### src/rtl/capture_ctrl_if.sv
// Command, sample-RAM and transmitter signals of the capture controller.
// The controller connects through slave; the surrounding logic connects through master.
interface capture_ctrl_if #(
    parameter int unsigned SMPL_WIDTH = 32,
    parameter int unsigned TX_WIDTH   = 8,
    parameter int unsigned DEPTH      = 1024,
    parameter int unsigned CNT_WIDTH  = 16
);
    localparam int unsigned AW = $clog2(DEPTH);

    logic                    set_cnt_i;
    logic [2*CNT_WIDTH-1:0]  cnt_i;
    logic                    arm_i;
    logic                    abort_i;
    logic                    trg_i;
    logic                    stb_i;
    logic [SMPL_WIDTH-1:0]   smpls_i;
    logic [AW-1:0]           mem_addr_o;
    logic                    mem_we_o;
    logic [SMPL_WIDTH-1:0]   mem_wdata_o;
    logic [SMPL_WIDTH-1:0]   mem_rdata_i;
    logic                    tx_rdy_i;
    logic                    tx_stb_o;
    logic [TX_WIDTH-1:0]     tx_o;
    logic                    busy_o;
    logic                    done_o;

    modport slave (
        input  set_cnt_i, cnt_i, arm_i, abort_i, trg_i, stb_i, smpls_i,
               mem_rdata_i, tx_rdy_i,
        output mem_addr_o, mem_we_o, mem_wdata_o, tx_stb_o, tx_o, busy_o, done_o
    );

    modport master (
        output set_cnt_i, cnt_i, arm_i, abort_i, trg_i, stb_i, smpls_i,
               mem_rdata_i, tx_rdy_i,
        input  mem_addr_o, mem_we_o, mem_wdata_o, tx_stb_o, tx_o, busy_o, done_o
    );
endinterface

### src/rtl/capture_ctrl.sv
// Logic-analyser capture/readout controller: ring-buffer capture with pre/post trigger,
// then newest-first readout of the stored samples in TX_WIDTH chunks.
module capture_ctrl #(
    parameter int unsigned SMPL_WIDTH = 32,
    parameter int unsigned TX_WIDTH   = 8,
    parameter int unsigned DEPTH      = 1024,
    parameter int unsigned CNT_WIDTH  = 16
) (
    input  logic          clk_i,
    input  logic          rst_i,
    capture_ctrl_if.slave bus
);
    localparam int unsigned AW     = $clog2(DEPTH);
    localparam int unsigned RW     = CNT_WIDTH + 1;
    localparam int unsigned CHUNKS = SMPL_WIDTH / TX_WIDTH;
    localparam int unsigned CW     = $clog2(CHUNKS + 1);

    typedef enum logic [2:0] {
        IDLE, ARMED, POST, RD_REQ, RD_WAIT, TX_CHUNK, TX_WAIT
    } state_t;

    state_t                state_q, state_d;
    logic [AW-1:0]         wr_ptr_q, wr_ptr_d;
    logic [AW-1:0]         rd_ptr_q, rd_ptr_d;
    logic [CNT_WIDTH-1:0]  rd_cnt_q, rd_cnt_d;
    logic [CNT_WIDTH-1:0]  dly_cnt_q, dly_cnt_d;
    logic [RW-1:0]         post_cnt_q, post_cnt_d;
    logic [RW-1:0]         remain_q, remain_d;
    logic [SMPL_WIDTH-1:0] shift_q, shift_d;
    logic [CW-1:0]         chunk_q, chunk_d;
    logic                  wait_first_q, wait_first_d;
    logic                  tx_stb_q, tx_stb_d;
    logic [TX_WIDTH-1:0]   tx_q, tx_d;
    logic                  done_q, done_d;
    logic                  busy_q, busy_d;
    logic [RW-1:0]         rem_full;
    logic [RW-1:0]         rem_init;

    // State and datapath registers
    always_ff @(posedge clk_i) begin
        if (rst_i) begin
            state_q      <= IDLE;
            wr_ptr_q     <= '0;
            rd_ptr_q     <= '0;
            rd_cnt_q     <= '1;
            dly_cnt_q    <= '0;
            post_cnt_q   <= '0;
            remain_q     <= '0;
            shift_q      <= '0;
            chunk_q      <= '0;
            wait_first_q <= 1'b0;
            tx_stb_q     <= 1'b0;
            tx_q         <= '0;
            done_q       <= 1'b0;
            busy_q       <= 1'b0;
        end else begin
            state_q      <= state_d;
            wr_ptr_q     <= wr_ptr_d;
            rd_ptr_q     <= rd_ptr_d;
            rd_cnt_q     <= rd_cnt_d;
            dly_cnt_q    <= dly_cnt_d;
            post_cnt_q   <= post_cnt_d;
            remain_q     <= remain_d;
            shift_q      <= shift_d;
            chunk_q      <= chunk_d;
            wait_first_q <= wait_first_d;
            tx_stb_q     <= tx_stb_d;
            tx_q         <= tx_d;
            done_q       <= done_d;
            busy_q       <= busy_d;
        end
    end

    // Next-state and registered-output logic
    always_comb begin
        state_d      = state_q;
        wr_ptr_d     = wr_ptr_q;
        rd_ptr_d     = rd_ptr_q;
        rd_cnt_d     = rd_cnt_q;
        dly_cnt_d    = dly_cnt_q;
        post_cnt_d   = post_cnt_q;
        remain_d     = remain_q;
        shift_d      = shift_q;
        chunk_d      = chunk_q;
        wait_first_d = wait_first_q;
        tx_stb_d     = 1'b0;
        tx_d         = tx_q;
        done_d       = 1'b0;

        // Extra count bit keeps rd_cnt = all ones from wrapping before the clamp
        rem_full = RW'(rd_cnt_q) + RW'(1);
        rem_init = (rem_full > RW'(DEPTH)) ? RW'(DEPTH) : rem_full;

        case (state_q)
            IDLE: begin
                if (bus.set_cnt_i) begin
                    rd_cnt_d  = bus.cnt_i[2*CNT_WIDTH-1:CNT_WIDTH];
                    dly_cnt_d = bus.cnt_i[CNT_WIDTH-1:0];
                end
                if (bus.arm_i) state_d = ARMED;
            end
            ARMED: begin
                if (bus.stb_i) wr_ptr_d = wr_ptr_q + AW'(1);
                if (bus.trg_i) begin
                    post_cnt_d = '0;
                    state_d    = POST;
                end
            end
            POST: begin
                if (bus.stb_i) begin
                    wr_ptr_d = wr_ptr_q + AW'(1);
                    if (post_cnt_q == RW'(dly_cnt_q)) begin
                        rd_ptr_d = wr_ptr_q;
                        remain_d = rem_init;
                        state_d  = RD_REQ;
                    end else begin
                        post_cnt_d = post_cnt_q + RW'(1);
                    end
                end
            end
            RD_REQ: state_d = RD_WAIT;
            RD_WAIT: begin
                shift_d = bus.mem_rdata_i;
                chunk_d = '0;
                state_d = TX_CHUNK;
            end
            TX_CHUNK: begin
                if (bus.tx_rdy_i) begin
                    tx_stb_d     = 1'b1;
                    tx_d         = shift_q[TX_WIDTH-1:0];
                    shift_d      = shift_q >> TX_WIDTH;
                    chunk_d      = chunk_q + CW'(1);
                    wait_first_d = 1'b1;
                    state_d      = TX_WAIT;
                end
            end
            TX_WAIT: begin
                // The transmitter's ready still reflects the pre-strobe cycle here
                wait_first_d = 1'b0;
                if (!wait_first_q && bus.tx_rdy_i) begin
                    if (chunk_q != CW'(CHUNKS)) begin
                        state_d = TX_CHUNK;
                    end else begin
                        remain_d = remain_q - RW'(1);
                        rd_ptr_d = rd_ptr_q - AW'(1);
                        if (remain_q == RW'(1)) begin
                            done_d  = 1'b1;
                            state_d = IDLE;
                        end else begin
                            state_d = RD_REQ;
                        end
                    end
                end
            end
            default: state_d = IDLE;
        endcase

        if (bus.abort_i) begin
            state_d  = IDLE;
            tx_stb_d = 1'b0;
            tx_d     = tx_q;
            done_d   = 1'b0;
        end

        busy_d = (state_d != IDLE);
    end

    assign bus.mem_we_o    = bus.stb_i && ((state_q == ARMED) || (state_q == POST));
    assign bus.mem_addr_o  = (state_q == RD_REQ) ? rd_ptr_q : wr_ptr_q;
    assign bus.mem_wdata_o = bus.smpls_i;
    assign bus.tx_stb_o    = tx_stb_q;
    assign bus.tx_o        = tx_q;
    assign bus.done_o      = done_q;
    assign bus.busy_o      = busy_q;
endmodule

### src/flat_wrapper.sv
// flat-port wrapper written by rule: the top's interface ports become plain ports
module capture_ctrl_flat 
#(
    parameter int unsigned SMPL_WIDTH = 32,
    parameter int unsigned TX_WIDTH   = 8,
    parameter int unsigned DEPTH      = 1024,
    parameter int unsigned CNT_WIDTH  = 16
)
  (clk_i, rst_i, bus_set_cnt_i, bus_cnt_i, bus_arm_i, bus_abort_i, bus_trg_i, bus_stb_i, bus_smpls_i, bus_mem_rdata_i, bus_tx_rdy_i, bus_mem_addr_o, bus_mem_we_o, bus_mem_wdata_o, bus_tx_stb_o, bus_tx_o, bus_busy_o, bus_done_o);
  capture_ctrl_if #(.SMPL_WIDTH(SMPL_WIDTH), .TX_WIDTH(TX_WIDTH), .DEPTH(DEPTH), .CNT_WIDTH(CNT_WIDTH)) bus_i ();
  input  logic clk_i;
  input  logic rst_i;
  input wire logic [$bits(bus_i.set_cnt_i)-1:0] bus_set_cnt_i;
  input wire logic [$bits(bus_i.cnt_i)-1:0] bus_cnt_i;
  input wire logic [$bits(bus_i.arm_i)-1:0] bus_arm_i;
  input wire logic [$bits(bus_i.abort_i)-1:0] bus_abort_i;
  input wire logic [$bits(bus_i.trg_i)-1:0] bus_trg_i;
  input wire logic [$bits(bus_i.stb_i)-1:0] bus_stb_i;
  input wire logic [$bits(bus_i.smpls_i)-1:0] bus_smpls_i;
  input wire logic [$bits(bus_i.mem_rdata_i)-1:0] bus_mem_rdata_i;
  input wire logic [$bits(bus_i.tx_rdy_i)-1:0] bus_tx_rdy_i;
  output wire logic [$bits(bus_i.mem_addr_o)-1:0] bus_mem_addr_o;
  output wire logic [$bits(bus_i.mem_we_o)-1:0] bus_mem_we_o;
  output wire logic [$bits(bus_i.mem_wdata_o)-1:0] bus_mem_wdata_o;
  output wire logic [$bits(bus_i.tx_stb_o)-1:0] bus_tx_stb_o;
  output wire logic [$bits(bus_i.tx_o)-1:0] bus_tx_o;
  output wire logic [$bits(bus_i.busy_o)-1:0] bus_busy_o;
  output wire logic [$bits(bus_i.done_o)-1:0] bus_done_o;
  assign bus_i.set_cnt_i = bus_set_cnt_i;
  assign bus_i.cnt_i = bus_cnt_i;
  assign bus_i.arm_i = bus_arm_i;
  assign bus_i.abort_i = bus_abort_i;
  assign bus_i.trg_i = bus_trg_i;
  assign bus_i.stb_i = bus_stb_i;
  assign bus_i.smpls_i = bus_smpls_i;
  assign bus_i.mem_rdata_i = bus_mem_rdata_i;
  assign bus_i.tx_rdy_i = bus_tx_rdy_i;
  assign bus_mem_addr_o = bus_i.mem_addr_o;
  assign bus_mem_we_o = bus_i.mem_we_o;
  assign bus_mem_wdata_o = bus_i.mem_wdata_o;
  assign bus_tx_stb_o = bus_i.tx_stb_o;
  assign bus_tx_o = bus_i.tx_o;
  assign bus_busy_o = bus_i.busy_o;
  assign bus_done_o = bus_i.done_o;
  capture_ctrl #(.SMPL_WIDTH(SMPL_WIDTH), .TX_WIDTH(TX_WIDTH), .DEPTH(DEPTH), .CNT_WIDTH(CNT_WIDTH)) u_core (.clk_i(clk_i), .rst_i(rst_i), .bus(bus_i));
endmodule
### config.mk
export PLATFORM = sky130hd
export DESIGN_NAME = capture_ctrl_flat
export DESIGN_NICKNAME = d
export VERILOG_FILES = /design/src/rtl/capture_ctrl_if.sv /design/src/rtl/capture_ctrl.sv /design/src/flat_wrapper.sv
export SDC_FILE = /design/constraint.sdc
export NUM_CORES = 1
export LEC_CHECK = 0
export CORE_MARGIN = 2
export CORE_UTILIZATION = 30
export CTS_BUF_LIST = sky130_fd_sc_hd__clkbuf_4
export DETAILED_ROUTE_END_ITERATION = 7
export GPL_TIMING_DRIVEN = 0
export SYNTH_ARGS = -nofsm -noshare
export SYNTH_HDL_FRONTEND = slang
export SYNTH_SLANG_ARGS = --single-unit
export TNS_END_PERCENT = 10
### constraint.sdc
create_clock -name clk_i -period 4.2 [get_ports clk_i]
set_clock_uncertainty 0.15 [all_clocks]
set_input_delay 0.42 -clock clk_i [delete_from_list [all_inputs] [get_ports clk_i]]
set_output_delay 0.42 -clock clk_i [all_outputs]
set_load 0.01 [all_outputs]
# Word-level counts from Yosys, hierarchy flattened

Cells that the tools add are included.

$lt $le $gt $ge: 1
Mux-type cells: 34
Bitwise operators: 4
Add/subtract/negate cells: 6
Eq/ne operators: 16
Reduce and logical (&&, ||, !) cells: 20

Operator list:

| cell                                                                   | count |
|---|---|
| 17-bit 2-to-1 mux                                                      | 8 |
| 17-bit one-hot mux with 2 select lines                                 | 2 |
| 32-bit one-hot mux with 2 select lines                                 | 1 |
| 10-bit 2-to-1 mux                                                      | 5 |
| 32-bit 2-to-1 mux                                                      | 1 |
| 3-bit 2-to-1 mux                                                       | 9 |
| 3-bit one-hot mux with 7 select lines                                  | 1 |
| 10-bit one-hot mux with 2 select lines                                 | 1 |
| 16-bit by 1-bit adder with 17-bit output, second input constant        | 1 |
| 17-bit by 1-bit adder with 17-bit output, second input constant        | 1 |
| 17-bit by 1-bit equality test with 1-bit output, second input constant | 1 |
| 17-bit by 16-bit equality test with 1-bit output                       | 1 |
| 17-bit by 11-bit > comparator with 1-bit output, second input constant | 1 |
| 17-bit by 1-bit subtractor with 17-bit output, second input constant   | 1 |
| 10-bit by 1-bit adder with 10-bit output, second input constant        | 1 |
| 2-bit != test, second input constant                                   | 5 |
| 10-bit by 1-bit subtractor with 10-bit output, second input constant   | 1 |
| 3-bit equality test, second input constant                             | 3 |
| 2-bit AND reduction                                                    | 4 |
| 2-bit nonzero test                                                     | 4 |
| 3-bit by 2-bit equality test with 1-bit output, second input constant  | 2 |
| 3-bit one-hot mux with 2 select lines                                  | 1 |
| 5-bit AND reduction                                                    | 1 |
| 5-bit OR reduction                                                     | 1 |
| 17 further kinds                                                       | 24 |

Logic and storage cells: 95
Output and inout port bits: 54
Register bits after elaboration: 136
Input port bits: 104

# Depth between registers and ports, before layout

Depth after elaboration: 7
Mapped depth: 9
Gate-level depth less buffers: 8

# Worst setup path after synthesis

No wires, ideal clock.

Path type: register -> register
From: register u_core.rd_cnt_q[0]
To: register u_core.remain_q[4]
Library setup time: 79 ps
Stages on the path, launching flop included: 8
Data required time: 3971 ps
Period minus slack after synthesis: 2286 ps
Buffers on the path: 0
Setup slack: 1914 ps
Data arrival time: 2057 ps
Cell sequence: dfxtp_1 ha_1 and4_4 a2111oi_0 a211oi_1 o41ai_2 nand4bb_1 o211ai_1

Cells in the longest elaborated chain, start to end: 6

Ends and longest elaborated chain:

| element                                         | line                | source |
|---|---|---|
| start: declaration                              | capture_ctrl.sv:25  | `logic [CNT_WIDTH-1:0] rd_cnt_q, rd_cnt_d;` |
| start signal: assignment                        | capture_ctrl.sv:60  | `rd_cnt_q <= rd_cnt_d;` |
| 16-bit by 1-bit adder with 17-bit output (*)    | capture_ctrl.sv:91  | `rem_full = RW'(rd_cnt_q) + RW'(1);` |
| 17-bit by 11-bit > comparator with 1-bit output | capture_ctrl.sv:92  | `rem_init = (rem_full > RW'(DEPTH)) ? RW'(DEPTH) : rem_full;` |
| 17-bit 2-to-1 mux (*)                           | capture_ctrl.sv:92  |  |
| 17-bit 2-to-1 mux (*)                           | capture_ctrl.sv:112 | `if (post_cnt_q == RW'(dly_cnt_q)) begin` |
| 17-bit 2-to-1 mux (*)                           | capture_ctrl.sv:110 | `if (bus.stb_i) begin` |
| 17-bit one-hot mux with 2 select lines (*)      | capture_ctrl.sv:94  | `case (state_q)` |
| end signal: assignment                          | capture_ctrl.sv:63  | `remain_q <= remain_d;` |
| end: declaration                                | capture_ctrl.sv:28  | `logic [RW-1:0] remain_q, remain_d;` |

Mark *: on every way between the ends. The rest lies on a longest branch, timed or not. The select of a mux whose other input is x is not followed.
A chain may end at the register's enable or synchronous reset.

# Worst setup path in the final report

From: register u_core.state_q[2]
To: output port bus_mem_addr_o[7]

Cells in the longest elaborated chain, start to end: 2

Ends and longest elaborated chain:

| element                                        | line                | source |
|---|---|---|
| start: declaration                             | capture_ctrl.sv:22  | `state_t state_q, state_d;` |
| start signal: assignment                       | capture_ctrl.sv:57  | `state_q <= state_d;` |
| 3-bit by 2-bit equality test with 1-bit output | capture_ctrl.sv:169 | `assign bus.mem_addr_o = (state_q == RD_REQ) ? rd_ptr_q : wr_ptr_q;` |
| 10-bit 2-to-1 mux                              | capture_ctrl.sv:169 |  |
| end: declaration                               | flat_wrapper.sv:22  | `output wire logic [$bits(bus_i.mem_addr_o)-1:0] bus_mem_addr_o;` |

No other way between the ends.

==> results.toml <==
[global_route]
track_usage = 0.1601
grt_pass1_wl_um = 31150
grt.overflow.total = 0
grt_pass1_vias = 6033
antenna_found_initial = 1
grt_max_degree = 17

[power_and_ir_drop]
clockPowerShare = 0.368
p_seq_frac = 0.500
p_int_w = 0.001968
ir_drop_uv = 121.4
power.total_w = 0.002683
sw_frac_of_total = 0.2666
p_sw_w = 0.0007152
powerDensity_nw_per_um2 = 297.1
p_leak_nw = 3.240
combPwrFrac = 0.132

[floorplanning]
rows = 56
die_w_um = 157.4
core_um2 = 23260
io_pins = 158
dieHeight_um = 157.4
start_util = 0.3033
die_area_um2 = 24760

[run_status]
status = "finished clean"

[sta]
fin_setup_tns_ns = 0
period_needed_ns = 3.538
finalHoldViolCount = 0
fmax_ghz = 0.2827
worst_slew_pin_slew_ns = 0.8302
rsz0062_at_grt = "no"
slew_headroom = 0.4465
slew_viol_final = 0
finalCritPeriodShare = 0.8423
finalSetupViolations = 0

[critical_path]
endpoint_kind = "output pin"
max_stage_delay_ns = 0.48
crit_path_max_fanout = 10
crit_top_cell = "clkbuf_1"
critPathLaunchType = "register"
cp_slowest_cell = "clkdlybuf4s50_1"
worstPathCellList = "clkbuf_1 > nand3b_1 > clkbuf_1 > mux2_2 > clkdlybuf4s50_1"
cp.arrival_ns = 2.97
crit_type = "register to output pin"
ff2ff_setup_slack_ns = 1.49
required_ns = 3.63

[yosys]
syn-num-nets = 971
synth_area_leaders = "dfxtp_1 (39%), nand2_1 (6.7%), a21oi_1 (5.0%), mux2i_1 (4.7%), nor2_1 (3.9%)"
synth_area_um2 = 7056
synth_edf_count = 0
ys_types = 68
synth_top_cell_by_area = "dfxtp_1"
avgSynthCellArea_um2 = 8.214
synth_top_area_frac = 0.3859
synth-seq-area-share = 0.3859
ys_seq_elements = 136
yosys_warnings = 0
synthFlopType = "dfxtp_1"
synthArstFlopShare = 0
syn_inst = 859

[clock_tree]
cts_hold_buf = 0
clkTransAtPathRegs_ns = 0.13
clk_path_buf_depth = 2
cts_tree = "done"
clock_sinks = 136
clk_latency_ns = 0.56
cts_made_buffers = 17
cts_max_level = 4
cts_resized = 0
post_cts_buffers = 0
root_buffer = "clkbuf_4"

[routing]
drtPass1Iterations = 5
routed_wl_um = 19490
detail_route.iter0.violations = 348
drc_errors = 0
vias = 6434
routed_via_density = 4.819
antenna_left = 0
wire_per_inst_um = 14.60

[placed_design]
place.gp.congestion = 0.8647
port_buffers = 124
place_hpwl_um = 14710
dp_cells = 1302

[layout]
drive_above_1_share = 0.1054
finalNetCount = 1114
postLayoutCoreUtil = 0.3882
stdcell_count = 1335
area_growth_pct = 28.00

[hold_path]
hp-class = "input port to register"

[run]
drv_cap = 0
## metal layers
layer / global-route usage / wire, um
met5: 0 / 0
met4: 0.04805 / 295
met3: 0.04873 / 1205
met2: 0.2524 / 8716
met1: 0.2100 / 9277
## final timing paths
kind              cells past startpoint                    end          startpoint
setup / recovery                      5      bus_mem_addr_o[7]   u_core.state_q[2]
hold / removal                        3  u_core.post_cnt_q[10]               rst_i
setup reg to reg                      7     u_core.remain_q[4]  u_core.rd_cnt_q[0]
hold reg to reg                       2     u_core.bus.tx_o[2]   u_core.shift_q[2]
## stage by stage
step / worst slack, ns / instance area, um2 / hold slack [ns]
2_1_floorplan: 1.914 / 7056 / 0.2823
5_1_grt: 0.4460 / 9029 / 0.2146
6_report: 0.6624 / 9031 / 0.2356
3_3_place_gp: 1.249 / 8696 / 0.2897
3_5_place_dp: 1.252 / 8696 / 0.2966
4_1_cts: 0.6267 / 9022 / 0.1770
## cell usage in the layout, fill, tap and decap left out, types with 17 or more instances in the layout
cell	instances
a21oi_1	70
xnor2_1	22
xor2_1	20
dfxtp_1	136
a211oi_1	29
mux2i_1	33
o21ai_0	30
nand2_1	125
clkbuf_4	17
nand3_1	29
buf_4	32
nor2_1	74
nor3_1	18
clkdlybuf4s50_1	124
clkbuf_1	39
## power groups by stage
stage,sequential (W),combinational (W),clock [W]
CTS,0.00134,0.000357,0.00102
finish,0.00134,0.000354,0.000987
floorplan,0.00136,0.000201,0
global placement,0.00137,0.000354,0
global route,0.00135,0.000389,0.00107
detailed placement,0.00137,0.000355,0
## sequential cells by signal, summed over array words and instances, names as in the netlist, 3 cells and up
name               count
u_core.wr_ptr_q       10
u_core.chunk_q         3
u_core.bus.tx_o        8
u_core.state_q         3
u_core.dly_cnt_q      16
u_core.shift_q        32
u_core.rd_ptr_q       10
u_core.post_cnt_q     17
u_core.remain_q       17
u_core.rd_cnt_q       16
## Yosys cell counts, drive strengths merged (9+ instances only)
library cell and instances:
a211oi 29, a21oi 72, a22oi 9, and3 9, buf 45, clkbuf 39
dfxtp 136, inv 14, mux2 9, mux2i 33, nand2 125, nand3 30
nand4 15, nor2 74, nor3 19, nor4 12, o21ai 30, or3 14
or4 11, xnor2 22, xor2 20
## critical path: cells and delay by family (launching register included)
kind	cells	cell delay [ns]
buffers and inverters	3	1.24
flip-flops	1	0.46
multiplexers	1	0.41
AND/OR/NAND/NOR	1	0.30
## cells by family (layout without fill, tap and decap cells)
kind of cell               Yosys count  count (layout)  synth area share
adders and majority gates            8               8           0.01419
other                                0               1                 0
buffers and inverters               98             254           0.07147
muxes                               42              42           0.06118
DFF                                136             136            0.3859
xor gates and xnor gates            42              42           0.05214
and+or+nand+nor                    349             349            0.2458
AOI/OAI and AO/OA                  184             184            0.1694
## cell type report
class	instances	area, um2
fill	2457	14230
multi-input combinational	625	3835
sequential	136	2723
timing repair buffer	124	1241
buffer	84	451.7
tap	319	399.1
clock inverter	15	198.9
clock buffer	17	127.6
inverter	14	52.55
antenna	1	2.502
(Power assumes the default switching activity.)
==> edit 1: new RTL, same settings <==
Re-encode `state_t` (7 states) as one-hot, 7 bits wide.
--- a/src/rtl/capture_ctrl.sv
+++ b/src/rtl/capture_ctrl.sv
@@ -15,8 +15,8 @@
     localparam int unsigned CHUNKS = SMPL_WIDTH / TX_WIDTH;
     localparam int unsigned CW     = $clog2(CHUNKS + 1);
 
-    typedef enum logic [2:0] {
-        IDLE, ARMED, POST, RD_REQ, RD_WAIT, TX_CHUNK, TX_WAIT
+    typedef enum logic [6:0] {
+        IDLE = 7'b0000001, ARMED = 7'b0000010, POST = 7'b0000100, RD_REQ = 7'b0001000, RD_WAIT = 7'b0010000, TX_CHUNK = 7'b0100000, TX_WAIT = 7'b1000000
     } state_t;
 
     state_t                state_q, state_d;
Check against the original RTL: no difference found for any inputs over 4 cycles, from zero or initial values and one cycle with rst_i high; so few cycles prove little.
==> edit 1 against the unedited design <==
Area after synthesis increased by 1.1%; cell area increased by 0.46%; worst setup slack improved by 0.091 ns; routed wire length increased by 2.8%; total power decreased by 2.6%; sequential cell count increased by 4; die area increased by 1.1%; worst hold slack improved by 0.012 ns; largest power group unchanged.
==> edit 1: results (changes against the unedited design) <==
- Total GRT Usage: 16.11% (was 16.01%)
- Max-cap violations: 0 (unchanged)
- Worst-path clk slew: around 0.14 ns
- Pin count of the biggest net entering global routing: 17 (unchanged)
- Vias: 6844 (was 6434)
- Largest registers: u_core.shift_q (32), u_core.post_cnt_q (17), u_core.remain_q (17) (unchanged)
- Seq/Total Area, Yosys: 39.28% (was 38.59%)
- Share of layout cells above drive strength 1: 9.738% (was 10.54%)
- Gr ovfl total: 0 (unchanged)
- Deepest clock path buffer count: 2 (unchanged)
- Maximum VDD drop: 0.1527 mV (was 0.1214 mV)
- DP HPWL: 14980 µm (was 14710 µm)
- Mux cell area share after synthesis: 1.684% (was 6.118%)
- Num CTS Buffers: 17 (unchanged)
- Synth top area cells: dfxtp_1 39%, nand2_1 9.3%, a21oi_1 5.1% (was dfxtp_1 39%, nand2_1 6.7%, a21oi_1 5.0%)
- Wire per inst: 14.40 µm (was 14.60 µm)
- Number of global-route vias before repair: 6301 (was 6033)
- Clk_lat worst skew: ~0.55 ns
- Post-Synth Adder-Cell Area: 1.578% (was 1.419%)
- Post-CTS Resized: 0 (unchanged)
- Yosys warning count: 0 (unchanged)
- Static leakage: 3.282 nW (was 3.240 nW)
- Fin cells: 1391 (was 1335)
- HP Class: input pin to register (unchanged)
- Initial antenna violation count: 2 (was 1)
- Nets: 1169 (was 1114)
- # port buffers: 125 (was 124)
- Synth top cells by count: 177 x nand2_1, 140 x dfxtp_1, 83 x nor2_1, 73 x a21oi_1, 42 x o21ai_0 (was 136 x dfxtp_1, 125 x nand2_1, 74 x nor2_1, 70 x a21oi_1, 39 x clkbuf_1)
- Pre-CTS WS: 1.003 ns (was 1.252 ns)
- Root buffer cell: clkbuf_4 (unchanged)
- DR iter-0 viols: 339 (was 348)
- Fill cell count: 2503 (was 2457)
- Syn Area/Cell: 7.823 µm² (was 8.214 µm²)
- Synth cell types: 59 (was 68)
- Dpl cell area: 0.008785 mm² (was 0.008696 mm²)
- Syn Nets: 1025 (was 971)
- CP max FO: 10 (unchanged)
- Post-route ant nets: 0 (unchanged)
- Arrival @ worst endpoint: 2.88 ns (was 2.97 ns)
- Htree depth: 4 (unchanged)
- DR pass1 iterations: 5 (unchanged)
- First-pass GRT wire length: 31850 µm (was 31150 µm)
- Final Wtd Congestion: 0.8212 (was 0.8647)
- Postcts setup bufs: 0 (unchanged)
- Share of synthesized flip-flops with an asynchronous set or reset: 0% (unchanged)
- Status: complete, no violations (unchanged)
- Xor and xnor fraction of the mapped netlist area: 5.156% (was 5.214%)
- Slew @ Worst Pin: 0.8132 ns (was 0.8302 ns)
- Compound-Gate Fraction of Synth Area: 17.47% (was 16.94%)
- Dominant synthesized flop cell: dfxtp_1 (unchanged)
## edit 1: where the power goes
group	switching, mW	internal, mW	leakage [nW]
logic	0.170	0.177	2.00
clock network	0.533	0.361	0.143
registers	0.0214	1.35	1.13
## edit 1: path summary, 6_finish.rpt
path / startpoint / end / slack, ns / cells past startpoint
worst max-delay path: u_core.state_q[5]$_SDFF_PP0_ / bus_mem_addr_o[0] / 0.75 / 5
worst min-delay path: bus_cnt_i[5] / u_core.dly_cnt_q[5]$_SDFFE_PP0P_ / 0.25 / 3
worst max register to register: u_core.state_q[4]$_SDFF_PP0_ / u_core.remain_q[4]$_SDFFE_PP0P_ / 1.50 / 6
worst min register to register: u_core.bus.tx_o[2]$_SDFFE_PP0P_ / u_core.bus.tx_o[2]$_SDFFE_PP0P_ / 0.32 / 2
## edit 1: layout make-up
| cell class | count | area (µm²) | area share [%] |
|---|---|---|---|
| Timing Repair Buffer | 125 | 1251 | 13.79 |
| Multi-Input combinational cell | 671 | 3801 | 41.90 |
| Clock buffer | 18 | 135.1 | 1.489 |
| Antenna cell | 4 | 10.01 | 0.1103 |
| Buffer | 84 | 466.7 | 5.144 |
| Sequential cell | 140 | 2803 | 30.89 |
| Inverter | 17 | 63.81 | 0.7034 |
| Tap cell | 319 | 399.1 | 4.399 |
| Clock inverter | 13 | 142.6 | 1.572 |
## edit 1: per-layer routing
layer,part of all wire (%),GRT usage [%],routed length [µm]
met3,5.0,3.121,1007
met4,1.2,4.505,238
met2,46,25.69,9192
met1,48,22.16,9594
met5,0,0,0
## edit 1: critical path: stages (launching register included)
cell and delay, ns:
dfxtp_1 0.37, nor2_1 0.31, nand4_1 0.33, clkbuf_1 0.35, o21ai_0 0.37, clkdlybuf4s50_1 0.60
==> edit 2: new RTL, same flow settings <==
Made on the original files. `TX_WIDTH` is set to 8 in 3 places; all go to 4.
--- a/src/rtl/capture_ctrl_if.sv
+++ b/src/rtl/capture_ctrl_if.sv
@@ -2,7 +2,7 @@
 // The controller connects through slave; the surrounding logic connects through master.
 interface capture_ctrl_if #(
     parameter int unsigned SMPL_WIDTH = 32,
-    parameter int unsigned TX_WIDTH   = 8,
+    parameter int unsigned TX_WIDTH   = 4,
     parameter int unsigned DEPTH      = 1024,
     parameter int unsigned CNT_WIDTH  = 16
 );
--- a/src/rtl/capture_ctrl.sv
+++ b/src/rtl/capture_ctrl.sv
@@ -2,7 +2,7 @@
 // then newest-first readout of the stored samples in TX_WIDTH chunks.
 module capture_ctrl #(
     parameter int unsigned SMPL_WIDTH = 32,
-    parameter int unsigned TX_WIDTH   = 8,
+    parameter int unsigned TX_WIDTH   = 4,
     parameter int unsigned DEPTH      = 1024,
     parameter int unsigned CNT_WIDTH  = 16
 ) (
--- a/src/flat_wrapper.sv
+++ b/src/flat_wrapper.sv
@@ -2,7 +2,7 @@
 module capture_ctrl_flat 
 #(
     parameter int unsigned SMPL_WIDTH = 32,
-    parameter int unsigned TX_WIDTH   = 8,
+    parameter int unsigned TX_WIDTH   = 4,
     parameter int unsigned DEPTH      = 1024,
     parameter int unsigned CNT_WIDTH  = 16
 )
Ports: changed (resized bus_tx_o); port bits go from 158 to 154. No check against the original RTL was run, so the function may have changed too.
==> edit 2 against the unedited design <==
Die area fell by 2.1%; sequential cell count fell by 3; cell area fell by 2.8%; critical endpoint is now bus_mem_addr_o[4]; core utilization fell by 0.061 points; total power fell by 5.1%; routed wire length fell by 0.64%; largest cell class unchanged; non-clock buffer count fell by 2; cell count fell by 3.3%; area after synthesis fell by 2.1%; maximum frequency rose by 2.5%; count of clock-buffer cells in the layout did not move; worst setup slack improved by 0.087 ns.
==> edit 2: results (changes against the unedited design) <==
- Status: complete, no violations (unchanged)
- Htree depth: 4 (unchanged)
- Share of synthesized flip-flops with an asynchronous set or reset: 0% (unchanged)
- Worst-path clk slew: around 0.12 ns
- Worst setup path startpoint: u_core.state_q[2]$_SDFF_PP0_ (unchanged)
- Top cell type's share of synthesized area: 38.55% (was 38.59%)
- Final Wtd Congestion: 0.8313 (was 0.8647)
- Synth top cells by count: 133 x dfxtp_1, 106 x nand2_1, 91 x nor2_1, 60 x a21oi_1, 39 x clkbuf_1 (was 136 x dfxtp_1, 125 x nand2_1, 74 x nor2_1, 70 x a21oi_1, 39 x clkbuf_1)
- Synth top area cells: dfxtp_1 39%, nand2_1 5.8%, nor2_1 4.9% (was dfxtp_1 39%, nand2_1 6.7%, a21oi_1 5.0%)
- Slew @ Worst Pin: 1.285 ns (was 0.8302 ns)
- Placed cells: 1256 (was 1302)
- Pin count of the biggest net entering global routing: 17 (unchanged)
- # port buffers: 120 (was 124)
- WL final: 19370 µm (was 19490 µm)
- Post-CTS Resized: 0 (unchanged)
- Wire per inst: 15.00 µm (was 14.60 µm)
- Dominant synthesized flop cell: dfxtp_1 (unchanged)
- Syn Nets: 962 (was 971)
- Clk_lat worst skew: 0.56 ns (about the same)
- Deepest clock path buffer count: 2 (unchanged)
- Maximum VDD drop: 0.1483 mV (was 0.1214 mV)
- Static leakage: 3.171 nW (was 3.240 nW)
- Total GRT Usage: 16.20% (was 16.01%)
- Via density per instance: 5.026 (was 4.819)
- First-pass GRT wire length: 31410 µm (was 31150 µm)
- Pre-CTS WS: 0.7892 ns (was 1.252 ns)
- Grt met3 use: 4.056% (was 4.873%)
- Met2 wire len: 8860 µm (was 8716 µm)
- Root buffer cell: clkbuf_4 (unchanged)
- HP Class: input pin to register (unchanged)
- Number of global-route vias before repair: 6339 (was 6033)
- Seq/Total Area, Yosys: 38.55% (was 38.59%)
- # setup viols final: 0 (unchanged)
- Postcts setup bufs: 0 (unchanged)
- Fill cell count: 2318 (was 2457)
- Hold path startpoint: bus_cnt_i[4] (was rst_i)
- Worst path max stage delay: 0.48 ns (about the same)
- Share of layout cells above drive strength 1: 8.973% (was 10.54%)
- Metal3 WL: 1220 µm (was 1205 µm)
- DP HPWL: 14460 µm (was 14710 µm)
- Largest registers: u_core.shift_q (32), u_core.post_cnt_q (17), u_core.remain_q (17) (unchanged)
- GR Util met2: 26.13% (was 25.24%)
- WL met1: 9042 µm (was 9277 µm)
- Synth cell types: 63 (was 68)
- GR Util met1: 21.26% (was 21.00%)
- RR Startpoint: u_core.state_q[0]$_SDFF_PP0_ (was u_core.rd_cnt_q[0]$_SDFFE_PP1P_)
- CP max FO: 10 (unchanged)
- Initial antenna violation count: 1 (unchanged)
- DR iter-0 viols: 322 (was 348)
- Nets: 1102 (was 1114)
- Slowest stage cell, crit path: clkdlybuf4s50_1 (unchanged)
- Top cell family by delay on the critical path: buffers and inverters (unchanged)
- Num CTS Buffers: 17 (unchanged)
- DR pass1 iterations: 7 (was 5)
- Syn Area/Cell: 8.125 µm² (was 8.214 µm²)
edit 2: changes by cell type after synthesis, sizes merged, moves of 6 or more:
cell,delta
a211oi,+8
xnor2,-9
nor2b,-7
nand2,-19
or3,+6
nor2,+17
a21oi,-11
xor2,+8
edit 2: logic make-up after synthesis:
family	after synthesis	share of synthesized area, %
compound gates	188	17.84
xor+xnor	41	5.199
fa+ha+maj	8	1.449
buf+inv	101	7.627
flops	133	38.55
mux	41	6.087
simple gates	338	23.24
edit 2: report_power, final:
part | switching (mW) | leakage (nW) | total, mW | internal [mW]
sequential | 0.0233 | 1.08 | 1.31 | 1.29
clock | 0.497 | 0.154 | 0.902 | 0.405
combinational | 0.160 | 1.94 | 0.334 | 0.173
edit 2: layout make-up:
type / count / area share [%]
well taps: 285 / 4.063
multi-input cells: 616 / 42.43
diodes: 3 / 0.08554
flip-flops and latches: 133 / 30.34
inverters: 16 / 0.6843
clock inverters: 15 / 1.853
plain buffers: 85 / 5.318
clock buffers: 17 / 1.454
repair buffers: 121 / 13.77
edit 2: path summary, 6_finish.rpt:
| check | slack (ns) | cells after the start | endpoint |
|---|---|---|---|
| setup reg to reg | 1.03 | 7 | u_core.shift_q[16]$_SDFFE_PP0P_ |
| setup / recovery | 0.75 | 6 | bus_mem_addr_o[4] |
| hold / removal | 0.25 | 3 | u_core.dly_cnt_q[4]$_SDFFE_PP0P_ |
| hold reg to reg | 0.31 | 2 | u_core.bus.tx_o[2]$_SDFFE_PP0P_ |
edit 2: per-stage QoR:
step	total power, mW	hold slack [ns]	instance area (µm²)
floorplan	1.513	0.2823	6907
global placement	1.670	0.2945	8464
detailed placement	1.672	0.2964	8478
CTS	2.580	0.2177	8768
global route	2.667	0.2251	8776
finish	2.545	0.2477	8776
